==> src/rtl/midi_voice_alloc_pkg.sv <==
// Shared types and constants for the MIDI voice allocator: voice slot record,
// allocator FSM states and a saturating age increment helper.
package midi_voice_alloc_pkg;

    localparam int MIDI_NOTE_W = 7;
    localparam int MIDI_CH_W   = 4;

    // Storage width of the age field; the top-level AGE_W (<= 16) sets the
    // actual saturation point, so the upper bits simply stay zero.
    localparam int AGE_FIELD_W = 16;

    typedef struct packed {
        logic [MIDI_NOTE_W-1:0] note;
        logic [MIDI_NOTE_W-1:0] vel;
        logic [MIDI_CH_W-1:0]   ch;
        logic [AGE_FIELD_W-1:0] age;
    } voice_t;

    typedef enum logic [1:0] {
        IDLE,
        LOOKUP,
        UPDATE
    } alloc_state_t;

    // Age one step older, holding at age_max once reached.
    function automatic logic [AGE_FIELD_W-1:0] age_inc(
        input logic [AGE_FIELD_W-1:0] age,
        input logic [AGE_FIELD_W-1:0] age_max
    );
        return (age >= age_max) ? age : age + 1'b1;
    endfunction

endpackage

==> src/rtl/midi_voice_alloc_if.sv <==
// Decoded MIDI event bus from the receiver into the voice allocator.
// master = event source (receiver), slave = allocator.
interface midi_voice_alloc_if;
    import midi_voice_alloc_pkg::*;

    logic                   rdy_out;   // 1-cycle strobe, event fields valid
    logic                   note_on;
    logic                   note_off;
    logic                   error;     // frame error, event must be ignored
    logic [MIDI_CH_W-1:0]   ch;
    logic [MIDI_NOTE_W-1:0] D1;        // note number
    logic [MIDI_NOTE_W-1:0] D2;        // velocity

    modport master (
        output rdy_out, note_on, note_off, error, ch, D1, D2
    );

    modport slave (
        input rdy_out, note_on, note_off, error, ch, D1, D2
    );

endinterface

==> src/rtl/midi_voice_alloc_search.sv <==
// Combinational slot search for the voice allocator: finds the lowest gated
// slot holding (key_ch, key_note), the lowest ungated slot, and the oldest
// gated slot (ties resolved toward the lowest index).
module midi_voice_alloc_search
    import midi_voice_alloc_pkg::*;
#(
    parameter int NVOICES = 8,
    parameter int IDX_W   = 3
) (
    input  voice_t [NVOICES-1:0]   slots,
    input  logic   [NVOICES-1:0]   gate,
    input  logic [MIDI_CH_W-1:0]   key_ch,
    input  logic [MIDI_NOTE_W-1:0] key_note,
    output logic                   match_hit,
    output logic [IDX_W-1:0]       match_idx,
    output logic                   free_hit,
    output logic [IDX_W-1:0]       free_idx,
    output logic [IDX_W-1:0]       oldest_idx
);

    logic                   oldest_found;
    logic [AGE_FIELD_W-1:0] oldest_age;

    // Match and free search: scan downward so the lowest qualifying index wins.
    always_comb begin
        // NOTE: every combinational output gets a default before any
        // conditional assignment so no path leaves it unassigned (no latch).
        match_hit = 1'b0;
        match_idx = '0;
        free_hit  = 1'b0;
        free_idx  = '0;
        for (int i = NVOICES - 1; i >= 0; i--) begin
            if (gate[i] && (slots[i].ch == key_ch) && (slots[i].note == key_note)) begin
                match_hit = 1'b1;
                match_idx = IDX_W'(i);
            end
            if (!gate[i]) begin
                free_hit = 1'b1;
                free_idx = IDX_W'(i);
            end
        end
    end

    // Oldest search: scan upward, replace only on strictly greater age so ties keep the lower index.
    always_comb begin
        oldest_found = 1'b0;
        oldest_age   = '0;
        oldest_idx   = '0;
        for (int i = 0; i < NVOICES; i++) begin
            if (gate[i] && (!oldest_found || (slots[i].age > oldest_age))) begin
                oldest_found = 1'b1;
                oldest_age   = slots[i].age;
                oldest_idx   = IDX_W'(i);
            end
        end
    end

endmodule

==> src/rtl/midi_voice_alloc.sv <==
// Polyphonic voice allocator. Accepts decoded Note On/Off events and maps
// them onto NVOICES synth voice slots: same-note retrigger first, then the
// lowest free slot, otherwise the oldest held voice is stolen.
// Each event takes IDLE -> LOOKUP -> UPDATE; events arriving while busy are
// dropped and counted.
module midi_voice_alloc
    import midi_voice_alloc_pkg::*;
#(
    parameter int NVOICES = 8,
    parameter int AGE_W   = 4,
    parameter int DROP_W  = 8
) (
    input  logic                           clk,
    input  logic                           rst_n,
    midi_voice_alloc_if.slave              evt,
    input  logic [15:0]                    ch_mask,
    output logic [NVOICES-1:0]             voice_gate,
    output logic [NVOICES-1:0]             voice_trig,
    output logic [NVOICES*MIDI_NOTE_W-1:0] voice_note,
    output logic [NVOICES*MIDI_NOTE_W-1:0] voice_vel,
    output logic [NVOICES*MIDI_CH_W-1:0]   voice_ch,
    output logic                           busy,
    output logic [DROP_W-1:0]              drop_cnt
);

    localparam int IDX_W = (NVOICES > 1) ? $clog2(NVOICES) : 1;
    localparam logic [AGE_FIELD_W-1:0] AGE_MAX = AGE_FIELD_W'((1 << AGE_W) - 1);

    alloc_state_t           state;

    // Latched event
    logic [MIDI_CH_W-1:0]   lat_ch;
    logic [MIDI_NOTE_W-1:0] lat_note;
    logic [MIDI_NOTE_W-1:0] lat_vel;
    logic                   lat_on;

    // Slot storage
    voice_t [NVOICES-1:0]   slots;

    // Combinational search results on the latched event
    logic                   s_match_hit;
    logic [IDX_W-1:0]       s_match_idx;
    logic                   s_free_hit;
    logic [IDX_W-1:0]       s_free_idx;
    logic [IDX_W-1:0]       s_oldest_idx;

    // Search results registered in LOOKUP, consumed in UPDATE
    logic                   match_hit_q;
    logic [IDX_W-1:0]       match_idx_q;
    logic [IDX_W-1:0]       target_q;

    logic                   accept;

    // An event is taken only when exactly one of note_on/note_off is set on an enabled channel.
    assign accept = evt.rdy_out && !evt.error && ch_mask[evt.ch] &&
                    (evt.note_on ^ evt.note_off);

    midi_voice_alloc_search #(
        .NVOICES (NVOICES),
        .IDX_W   (IDX_W)
    ) u_search (
        .slots      (slots),
        .gate       (voice_gate),
        .key_ch     (lat_ch),
        .key_note   (lat_note),
        .match_hit  (s_match_hit),
        .match_idx  (s_match_idx),
        .free_hit   (s_free_hit),
        .free_idx   (s_free_idx),
        .oldest_idx (s_oldest_idx)
    );

    // Allocator FSM: latch the event, register the search, then hand off to the slot update.
    always_ff @(posedge clk) begin
        if (!rst_n) begin
            state       <= IDLE;
            busy        <= 1'b0;
            lat_ch      <= '0;
            lat_note    <= '0;
            lat_vel     <= '0;
            lat_on      <= 1'b0;
            match_hit_q <= 1'b0;
            match_idx_q <= '0;
            target_q    <= '0;
        end else begin
            case (state)
                IDLE: begin
                    if (accept) begin
                        lat_ch   <= evt.ch;
                        lat_note <= evt.D1;
                        lat_vel  <= evt.D2;
                        // Zero-velocity Note On is a Note Off in MIDI running practice.
                        lat_on   <= evt.note_on && (evt.D2 != '0);
                        state    <= LOOKUP;
                        busy     <= 1'b1;
                    end
                end
                LOOKUP: begin
                    match_hit_q <= s_match_hit;
                    match_idx_q <= s_match_idx;
                    target_q    <= s_match_hit ? s_match_idx :
                                   s_free_hit  ? s_free_idx  : s_oldest_idx;
                    state       <= UPDATE;
                end
                UPDATE: begin
                    state <= IDLE;
                    busy  <= 1'b0;
                end
                default: begin
                    state <= IDLE;
                    busy  <= 1'b0;
                end
            endcase
        end
    end

    // Slot update in UPDATE: allocate/retrigger on Note On, release the matching slot on Note Off.
    always_ff @(posedge clk) begin
        if (!rst_n) begin
            // NOTE: the slot array is a handful of flops driving outputs that
            // must read zero after reset, so it is cleared like any register.
            slots      <= '0;
            voice_gate <= '0;
            voice_trig <= '0;
        end else begin
            voice_trig <= '0;
            if (state == UPDATE) begin
                if (lat_on) begin
                    for (int i = 0; i < NVOICES; i++) begin
                        if (voice_gate[i] && (IDX_W'(i) != target_q)) begin
                            slots[i].age <= age_inc(slots[i].age, AGE_MAX);
                        end
                    end
                    slots[target_q].note <= lat_note;
                    slots[target_q].vel  <= lat_vel;
                    slots[target_q].ch   <= lat_ch;
                    slots[target_q].age  <= '0;
                    voice_gate[target_q] <= 1'b1;
                    voice_trig[target_q] <= 1'b1;
                end else if (match_hit_q) begin
                    voice_gate[match_idx_q] <= 1'b0;
                end
            end
        end
    end

    // Count events that arrive while an earlier one is still being processed; hold at all-ones.
    always_ff @(posedge clk) begin
        if (!rst_n) begin
            drop_cnt <= '0;
        end else if (evt.rdy_out && (state != IDLE) && (drop_cnt != '1)) begin
            drop_cnt <= drop_cnt + 1'b1;
        end
    end

    // Flatten slot fields onto the packed per-voice output buses.
    always_comb begin
        voice_note = '0;
        voice_vel  = '0;
        voice_ch   = '0;
        for (int k = 0; k < NVOICES; k++) begin
            voice_note[k*MIDI_NOTE_W +: MIDI_NOTE_W] = slots[k].note;
            voice_vel [k*MIDI_NOTE_W +: MIDI_NOTE_W] = slots[k].vel;
            voice_ch  [k*MIDI_CH_W   +: MIDI_CH_W]   = slots[k].ch;
        end
    end

endmodule

==> src/flat_wrapper.sv <==
// flat-port wrapper written by rule: the top's interface ports become plain ports
module midi_voice_alloc_flat import midi_voice_alloc_pkg::*;
#(
    parameter int NVOICES = 8,
    parameter int AGE_W   = 4,
    parameter int DROP_W  = 8
)
  (clk, rst_n, ch_mask, voice_gate, voice_trig, voice_note, voice_vel, voice_ch, busy, drop_cnt, evt_rdy_out, evt_note_on, evt_note_off, evt_error, evt_ch, evt_D1, evt_D2);
  midi_voice_alloc_if evt_i ();
  input  logic clk;
  input  logic rst_n;
  input  logic [15:0] ch_mask;
  output logic [NVOICES-1:0] voice_gate;
  output logic [NVOICES-1:0] voice_trig;
  output logic [NVOICES*MIDI_NOTE_W-1:0] voice_note;
  output logic [NVOICES*MIDI_NOTE_W-1:0] voice_vel;
  output logic [NVOICES*MIDI_CH_W-1:0] voice_ch;
  output logic busy;
  output logic [DROP_W-1:0] drop_cnt;
  input wire logic [$bits(evt_i.rdy_out)-1:0] evt_rdy_out;
  input wire logic [$bits(evt_i.note_on)-1:0] evt_note_on;
  input wire logic [$bits(evt_i.note_off)-1:0] evt_note_off;
  input wire logic [$bits(evt_i.error)-1:0] evt_error;
  input wire logic [$bits(evt_i.ch)-1:0] evt_ch;
  input wire logic [$bits(evt_i.D1)-1:0] evt_D1;
  input wire logic [$bits(evt_i.D2)-1:0] evt_D2;
  assign evt_i.rdy_out = evt_rdy_out;
  assign evt_i.note_on = evt_note_on;
  assign evt_i.note_off = evt_note_off;
  assign evt_i.error = evt_error;
  assign evt_i.ch = evt_ch;
  assign evt_i.D1 = evt_D1;
  assign evt_i.D2 = evt_D2;
  midi_voice_alloc #(.NVOICES(NVOICES), .AGE_W(AGE_W), .DROP_W(DROP_W)) u_core (.clk(clk), .rst_n(rst_n), .evt(evt_i), .ch_mask(ch_mask), .voice_gate(voice_gate), .voice_trig(voice_trig), .voice_note(voice_note), .voice_vel(voice_vel), .voice_ch(voice_ch), .busy(busy), .drop_cnt(drop_cnt));
endmodule
==> config.mk <==
export PLATFORM = sky130hd
export DESIGN_NAME = midi_voice_alloc_flat
export DESIGN_NICKNAME = d
export VERILOG_FILES = /design/src/rtl/midi_voice_alloc_pkg.sv /design/src/rtl/midi_voice_alloc_if.sv /design/src/rtl/midi_voice_alloc_search.sv /design/src/rtl/midi_voice_alloc.sv /design/src/flat_wrapper.sv
export SDC_FILE = /design/constraint.sdc
export NUM_CORES = 1
export LEC_CHECK = 0
export CELL_PAD_IN_SITES_DETAIL_PLACEMENT = 1
export CELL_PAD_IN_SITES_GLOBAL_PLACEMENT = 2
export CORE_UTILIZATION = 35
export CTS_BUF_LIST = sky130_fd_sc_hd__clkbuf_8
export DETAILED_ROUTE_END_ITERATION = 12
export GPL_ROUTABILITY_DRIVEN = 0
export GPL_TIMING_DRIVEN = 0
export HOLD_SLACK_MARGIN = 0.15
export MAX_ROUTING_LAYER = met4
export PLACE_DENSITY_LB_ADDON = 0.1
export SLEW_MARGIN = 25
export SYNTH_ARGS = -nofsm -noshare
export SYNTH_HDL_FRONTEND = slang
export SYNTH_SLANG_ARGS = --single-unit
==> constraint.sdc <==
create_clock -name clk -period 15.2 [get_ports clk]
set_input_delay 1.52 -clock clk [delete_from_list [all_inputs] [get_ports clk]]
set_output_delay 1.52 -clock clk [all_outputs]
set_load 0.02 [all_outputs]
## Yosys cells after proc, flatten, opt, wreduce, memory -nomap -nowiden

Cells that the tools add are included.

- Flip-flop bits (word level): 325
- Input port bits: 40
- Output and inout bits: 169

- Reduce and logical (&&, ||, !) cells: 64
- Add/sub/neg operators: 9
- Multiplexer cells: 119
- Bitwise gates (word level): 5
- Equality and inequality tests: 27
- Magnitude comparators: 20

Operator list:

| kind | number |
|---|---|
| $bwmux 272 | 4 |
| $mux 16 | 48 |
| $demux 34 s3 | 4 |
| $add 16x1->16 const B | 8 |
| $ge 16x4->1 const B | 8 |
| $gt 16x16->1 | 7 |
| $mux 3 | 24 |
| $eq 7x7->1 | 8 |
| $logic_and 1x1->1 | 39 |
| $mux 34 | 1 |
| $eq 4x4->1 | 8 |
| $mux 1 | 28 |
| $mux 27 | 1 |
| $mux 20 | 1 |
| $mux 8 | 2 |
| $ne 3x3->1 const A | 4 |
| $add 8x1->8 const B | 1 |
| $and 8x8->8 | 1 |
| $logic_not 1->1 | 8 |
| $lt 3x4->1 const B | 2 |
| $ne 8x8->1 const B | 1 |
| $not 8->8 | 1 |
| $or 8x8->8 | 1 |
| $reduce_and 2->1 | 4 |
| 20 further kinds | 30 |

## Depth between registers and ports, before layout

- Depth after elaboration: 31
- Mapped depth: 69
- Depth with buffers taken out: 56

## By module

A second synthesis with hierarchy kept.

- Cells, all modules: 2389
- Area total of the unflattened synthesis: 19546.2 µm²

By module, submodules not included:

| module | cells an instance | instances | area each (µm²) |
|---|---|---|---|
| midi_voice_alloc | 1557 | 1 | 13510.5 |
| midi_voice_alloc_search | 832 | 1 | 6035.8 |

## Least setup slack after synthesis

Ideal clock, no wire load.

- Path type: reg-to-reg
- From: register u_core.voice_gate[0]
- To: register u_core.target_q[0]
- Data arrival time: 13.241 ns
- Setup slack: 1.843 ns
- Stages on the path, launching flop included: 64
- Buffers on the path: 14
- Setup time: 0.116 ns
- Required time: 15.084 ns
- Clock period less this slack: 13.357 ns
- Cells stage by stage: dfxtp_1 > buf_6 > clkbuf_1 > clkbuf_1 > nand2_1 > ha_1 > nand4_2 > nor4_4 > o21ai_1 > nand4_1 > and2_4 > buf_4 > clkbuf_1 > a21oi_1 > ha_1 > a21o_1 > a21oi_1 > o221ai_1 > [... 28 more ...] > ha_1 > nand2_1 > nor4_1 > o221ai_1 > a31oi_2 > nor2b_1 > buf_2 > buf_2 > a22o_1 > a21oi_1 > ha_1 > a211oi_1 > o2111ai_1 > a211oi_1 > o2bb2ai_1 > a32oi_1 > nand4b_1 > and3_1

- Cells in the longest elaborated chain, start to end: 31
- Elaborated cells on any way between the ends: 57
- Those cells by class: order compare: 7; mux: 27; reduce/logical: 23

Ends and longest elaborated chain:

| item | line | RTL |
|---|---|---|
| from (decl) | midi_voice_alloc.sv:17 | `output logic [NVOICES-1:0] voice_gate,` |
| from (signal assigned) | midi_voice_alloc.sv:123 | `voice_gate <= '0;` |
| from (signal, indexed assignment) | midi_voice_alloc.sv:138 | `voice_gate[target_q] <= 1'b1;` |
| from (signal, indexed assignment) | midi_voice_alloc.sv:141 | `voice_gate[match_idx_q] <= 1'b0;` |
| $mux 16 / $mux 1 (equally long branches) | midi_voice_alloc_search.sv:50 | `if (gate[i] && (!oldest_found \|\| (slots[i].age > oldest_age))) begin` |
| $gt 16x16->1 / $logic_not 1->1 (equally long branches) | midi_voice_alloc_search.sv:50 |  |
| $logic_or 1x1->1 | midi_voice_alloc_search.sv:50 |  |
| $logic_and 1x1->1 | midi_voice_alloc_search.sv:50 |  |
| $mux 16 / $mux 1 (equally long branches) | midi_voice_alloc_search.sv:50 |  |
| $gt 16x16->1 / $logic_not 1->1 (equally long branches) | midi_voice_alloc_search.sv:50 |  |
| $logic_or 1x1->1 | midi_voice_alloc_search.sv:50 |  |
| $logic_and 1x1->1 | midi_voice_alloc_search.sv:50 |  |
| [... 15 more ...] | -- |  |
| $logic_and 1x1->1 | midi_voice_alloc_search.sv:50 |  |
| $mux 16 / $mux 1 (equally long branches) | midi_voice_alloc_search.sv:50 |  |
| $gt 16x16->1 / $logic_not 1->1 (equally long branches) | midi_voice_alloc_search.sv:50 |  |
| $logic_or 1x1->1 | midi_voice_alloc_search.sv:50 |  |
| $logic_and 1x1->1 | midi_voice_alloc_search.sv:50 |  |
| $mux 3 | midi_voice_alloc_search.sv:50 |  |
| $mux 3 | midi_voice_alloc.sv:102 | `s_free_hit ? s_free_idx : s_oldest_idx;` |
| $mux 3 (*) | midi_voice_alloc.sv:101 | `target_q <= s_match_hit ? s_match_idx :` |
| to (signal assigned) | midi_voice_alloc.sv:101 |  |
| to (decl) | midi_voice_alloc.sv:50 | `logic [IDX_W-1:0] target_q;` |

Every way passes the cells marked *; elsewhere a longest branch is shown, timed or not.
A chain may end at the register's enable or synchronous reset.

## Worst setup path after layout

Same ends and word-level chain as after synthesis.

==> results.md <==
- Tot GR Track Use: between 20% and 30%
- Final hold violations: 0
- Final Max Tran Viols: 0
- Leak: roughly 9.2 nW
- Routed length per instance: between 20 and 25 um
- Cell Rows: 84
- Max-cap check violation count: 0
- Largest net degree at the start of global routing: 18
- Num CTS Buffers: 61
- Residual DRC: 0
- Most frequent cells in the layout: 380 x nand2_1, 324 x dfxtp_1, 288 x a21oi_1, 206 x nor2_1, 206 x clkdlybuf4s50_1
- Worst r2r dst: u_core.target_q[0]$_SDFFE_PN0N_
- Share of cells above drive strength 1: 16.5%
- Share of the yosys chip area belonging to registers: 34.6%
- Clock root buffer: clkbuf_8
- Post-Syn Area: roughly 0.019 mm2
- PortBufs: 206
- Wire length on met2: around 36 mm
- Die Y: 234 um
- Synthesized instance count: approximately 2.3k
- Endpoint class of the critical path: flip-flop
- Synth area leader: dfxtp_1
- Syn_area_per_cell: ~8.2 um2
- Count of boundary I/O pins: roughly 210
- Setup TNS: 0 ns
- Clk buf depth: 3
- Worst path most repeated cell: buf_6
- Commonest non-fill, non-tap cell in the layout: nand2_1
- 1st-pass router iterations: 4
- End point of the critical path: u_core.target_q[0]$_SDFFE_PN0N_
- Syn nets: 2459
- Clock transition at path regs: approximately 0.06 ns
- Worst EP required: about 16 ns
- Yosys top cell area share: between 30% and 40%
- DP HPWL: ~57 mm
- Minimum clock period: 14.58 ns
- Core box area: between 0.05 and 0.06 mm2
- Number of DRC markers in iteration 0: between 700 and 800
- Top sig layer: met4
- Met1 Routed Length: around 34 mm
- Die ar.: between 0.05 and 0.06 mm2
- R2R depth: 68
- Setup CP Type: flip-flop to flip-flop
- #FFs+latches synth: between 300 and 400
- Met3 Wirelength: roughly 3.1 mm
- Final Cycle Share: ~96%
- Slew Limit Headroom: 33.1%
- Max incr delay on CP: 0.49 ns
- CTS tree: done
- Most used DFF post-synth: dfxtp_1
- Outcome: finished, final reports clean
- Hold Path Class: flip-flop to flip-flop
- Vias in the first global route: 18.3k
- CP Launch Type: flip-flop
- First-pass GRT wire length: around 110 mm
- Max frequency: between 60 and 70 MHz
- Synth warnings: 0
- EDFF count, synth: 0
- Crit path launch: u_core.voice_gate[0]$_SDFFE_PN0P_
- RR Startpoint: u_core.voice_gate[0]$_SDFFE_PN0P_
- GR Overflow Total: 0
- Largest cells by area after synthesis: dfxtp_1 35%, ha_1 8.0%, a21oi_1 7.8%, nand2_1 7.6%, buf_4 5.9%
- Yosys cell types: ~80
- Clock Latency Late Sink: 0.72 ns
- Cell Pwr Density: 79.7 mW/mm2
- CP max FO: 10
- Slew @ Worst Pin: about 1.0 ns
- R2r setup slk: 0.62 ns
- Final net count: 2748
- Fillers: between 6k and 7k
- Antenna violations before repair: 1
- Maximum VDD drop: just over 60 uV
- DR vias: between 15k and 20k
- Clock sink count: between 300 and 400
- H-tree depth: 2
- Layout Skew: about 0.041 ns
- Via-to-Cell Ratio: about 5.3
- Post-CTS Hold Buffers: 0
- Final Util: between 40% and 50%
- Post-DRT Antenna Nets: 0
- Die width: around 230 um
- Hold_sp: u_core.voice_vel[39]$_SDFFE_PN0P_
- CP max stage cell: a2111o_1
- Area grow syn2layout: 26.2%
- Critical Path AT: 15.17 ns
- Initial Utilization: 35.6%
- WL final: between 70 and 80 mm
- Async set-reset flop share out of synthesis: 0%
- Setup Viol. Count Final: 0
metal layers:
metal | vias up | global-route usage (%)
met5 | - | -
met4 | 0 | 8.12
met3 | 121 | 4.63
met2 | 353 | 46.4
met1 | 8717 | 34.8
li1 | 8471 | -
what timing repair did:
action                     4_1_cts  5_1_grt
gates cloned                     0        0
pin swaps                       11       20
gates resized for setup         49       56
setup endpoints to repair        3        3
setup buffers                    8       12
how the worst min path moves through the flow:
stage | slack, ns | end | cells after the start
floorplan | 0.44 | u_core.voice_vel[0]$_SDFFE_PN0P_ | 2
global placement | 0.44 | u_core.voice_vel[53]$_SDFFE_PN0P_ | 2
detailed placement | 0.45 | u_core.voice_vel[39]$_SDFFE_PN0P_ | 2
CTS | 0.46 | u_core.voice_vel[39]$_SDFFE_PN0P_ | 2
global route | 0.47 | u_core.voice_vel[49]$_SDFFE_PN0P_ | 2
finish | 0.46 | u_core.voice_vel[39]$_SDFFE_PN0P_ | 2
synthesized netlist by cell type, types with 18 or more instances:
cell type,instances
dfxtp_1,325
nand2_1,380
inv_1,32
nand3_1,37
a31oi_1,30
nor2_1,206
ha_1,121
buf_4,149
and3_1,71
nand4_1,51
buf_2,39
mux2i_1,39
a21oi_1,295
xnor2_1,99
o21ai_0,41
nor3_1,18
clkbuf_1,74
cell type report:
class	count	area (um2)	share of cell area (%)
Multi-Input combinational cell	1665	10900	45.8
Antenna cell	1	2.50	0.0105
Clock buffer	87	1200	5.04
Inverter	32	120	0.505
Tap cell	688	861	3.62
Sequential cell	325	6510	27.4
Buffer	276	1800	7.56
Timing Repair Buffer	226	2210	9.31
Clock inverter	28	194	0.816
stage by stage:
stage	hold slack, ns	area, um2	setup slack (ns)	power, mW	cells
after global routing	0.471	23800	-0.0783	1.96	3327
after global placement	0.443	21800	-2.79	0.945	3192
after detailed placement	0.447	21800	-3.15	0.947	3192
after floorplan	0.437	18800	1.84	0.911	2298
after CTS	0.456	23500	0.00188	1.92	3315
final	0.456	23800	0.619	1.89	3328
power breakdown:
group          leakage [nW]  total, mW  internal, mW  switching, mW
registers              2.62      0.856         0.854        0.00181
logic                  5.80     0.0715        0.0249         0.0465
clock network         0.783      0.967         0.542          0.426
state kept, by name, indices dropped and copies added (netlist names):
name,cells
u_core.slots,128
u_core.voice_note,56
u_core.voice_vel,56
u_core.voice_ch,32
u_core.drop_cnt,8
u_core.voice_gate,8
u_core.voice_trig,8
u_core.lat_note,7
u_core.lat_vel,7
u_core.lat_ch,4
u_core.match_idx_q,3
u_core.target_q,3
u_core.state,2
u_core.busy,1
u_core.lat_on,1
u_core.match_hit_q,1
cells by family (layout without fill, tap and decap cells):
kind of cell,Yosys count,count (layout),synth area share [%]
buffers and inverters,308,649,9.71
AOI/OAI and AO/OA,513,513,17.4
DFF,325,325,34.6
other,0,1,0
and+or+nand+nor,869,869,22.1
muxes,46,46,2.79
xor gates and xnor gates,116,116,5.40
adders and majority gates,121,121,8.04
critical path: cells and delay by family (launching register included):
| family | cells | cell delay (ns) |
|---|---|---|
| compound gates | 29 | 6.21 |
| fa+ha+maj | 7 | 1.95 |
| buf+inv | 15 | 2.68 |
| flops | 1 | 0.41 |
| mux | 1 | 0.10 |
| simple gates | 16 | 3.08 |
(Power assumes the default switching activity.)
==> patch (same settings) <==
Change the package constant `MIDI_NOTE_W` from 7 to 6.
--- a/src/rtl/midi_voice_alloc_pkg.sv
+++ b/src/rtl/midi_voice_alloc_pkg.sv
@@ -2,7 +2,7 @@
 // allocator FSM states and a saturating age increment helper.
 package midi_voice_alloc_pkg;
 
-    localparam int MIDI_NOTE_W = 7;
+    localparam int MIDI_NOTE_W = 6;
     localparam int MIDI_CH_W   = 4;
 
     // Storage width of the age field; the top-level AGE_W (<= 16) sets the
Interface: changed (resized evt_D1, evt_D2, voice_note and voice_vel); port bits go from 209 to 191. The function was not compared with the original's and may differ.
==> patch against the original RTL <==
- clock power shrank 18%
- critical path depth shrank 3
- setup slack improved by 22 ps
- sequential cell count shrank 18
- die area decreased by 7.1%
- worst hold slack better by 1.5 ps
- routed wire length decreased by 8.7%
- design area decreased by 7.9%
- total power fell by 12%
- area after synthesis shrank 7.1%
==> patch: results (changes against the original RTL) <==
Power
  • Total power consumption of the routed design: 1.667 mW (-12%)
  • Worst VDD drop: 0.04820 mV (-21%)
  • Clock group share of total power: 47.5% (-3.5 points)
  • Seq. pwr: 0.809 mW (-5.5%)
  • LEAKAGE: 8.519 nW (-7.4%)

Routing
  • Met2 routed WL: 32.23 mm (-9.8%)
  • Met3 WL post-DR: 2.960 mm (-4.9%)
  • Routed WL per cell: 21.61 um (-3.3%)
  • DRC marker count from the first detailed-route iteration: 790 (+2.3%)
  • Iteration count of the initial detailed-routing pass: 5 (+1)
  • Total routed wire length on the met1 layer: 31.26 mm (-6.9%)
  • Via count normalized by instance count: 5.292 (-0.29%)

Final layout
  • Nets: 2599 (-5.4%)
  • Proportion of layout cells with a drive suffix above 1: 15.13% (-1.4 points)
  • Diodes inserted: 0 (-1)

STA
  • Max-Slew Margin vs Limit: 39.84% (+6.7 points)
  • Post-route clock skew: 35.08 ps (-6.351 ps)
  • Worst setup slack after layout: 641.3 ps (+21.99 ps)

Synth
  • Most frequent cells after synthesis: 348 x nand2_1, 307 x dfxtp_1, 241 x a21oi_1
  • Number of distinct library cells after synthesis: 76 (-7.3%)
  • Post-synth net total: 2331 (-5.2%)
  • Synth top area cells: dfxtp_1 35%, ha_1 8.7%, nand2_1 7.5%, a21oi_1 6.9%, buf_4 5.5%

Worst setup path
  • CP max stage cell: o41ai_4
  • Critical Path AT: 15150 ps (-20 ps)

Worst hold path
  • HP Start: u_core.voice_vel[43]

Place
  • # port buffers: 188 (-8.7%)
  • Placement-stage worst setup slack: -2945 ps (+200.3 ps)
  • Area of placed instances: 0.02020 sq mm (-7.2%)

GRT
  • Maximum number of pins on one net before global-route repair: 17 (-1)
  • Global Route met1 Usage: 34.97% (+0.19 points)
  • Global router's overall resource usage: 27.43% (-0.54 points)
  • Number of global-route vias before repair: 17150 (-6.4%)

Clock network
  • Clock latency at the later pin of the worst-skew pair: 690 ps (-30 ps)
  • TritonCTS buffer count: 58 (-4.9%)

Status
  • Run status: complete, no violations
[patch: cell count changes after synthesis, sizes merged, moves of 18 or more]
cell    delta
dfxtp     -18
buf       -32
and3      -28
a21oi     -58
nand2     -34
a211oi    -18
[patch: cell families after synthesis]
kind of cell	synth area share, %
AND/OR/NAND/NOR	22.36
AO/OA/AOI/OAI	15.06
flip-flops	35.15
buffers and inverters	9.447
adder cells (fa/ha/maj)	8.660
XOR/XNOR	5.460
multiplexers	3.857
[patch: worst min path at each step]
stage | end | cells after the start
2_1_floorplan | u_core.voice_vel[0] | 2
3_3_place_gp | u_core.voice_vel[24] | 2
3_5_place_dp | u_core.voice_vel[43] | 2
4_1_cts | u_core.voice_vel[43] | 2
5_1_grt | u_core.voice_vel[28] | 2
6_report | u_core.voice_vel[43] | 2
[patch: repair_timing]
action	in CTS	in global routing
gates resized for setup	57	53
endpoints found under the setup margin	3	3
pin swaps	6	16
setup buffers	3	18
[patch: final cells by class]
cell class / count / area share (%)
Inverter: 42 / 0.7201
Multi-Input combinational cell: 1573 / 45.89
Timing Repair Buffer: 209 / 9.315
Tap cell: 664 / 3.795
Buffer: 249 / 7.201
Sequential cell: 307 / 28.07
Clock inverter: 30 / 0.6744
Clock buffer: 69 / 4.338
[patch: per-stage QoR]
stage	hold WS, ps	TNS (ps)	util, %	cells
2_1_floorplan	436.7	0	-	2172
5_1_grt	477.2	-131.6	44.54	3143
6_report	457.2	0	44.54	3143
3_3_place_gp	442.5	-8213	41.09	3024
3_5_place_dp	452.7	-8705	41.09	3024
4_1_cts	460.3	0	43.90	3126
[patch: critical path: cells and delay by family, from the launching register on]
kind                       cells  cell delay [ps]
buffers and inverters         15             2540
adders and majority gates      7             1970
and+or+nand+nor               14             2950
muxes                          2              550
AOI/OAI and AO/OA             27             6090
DFF                            1              390
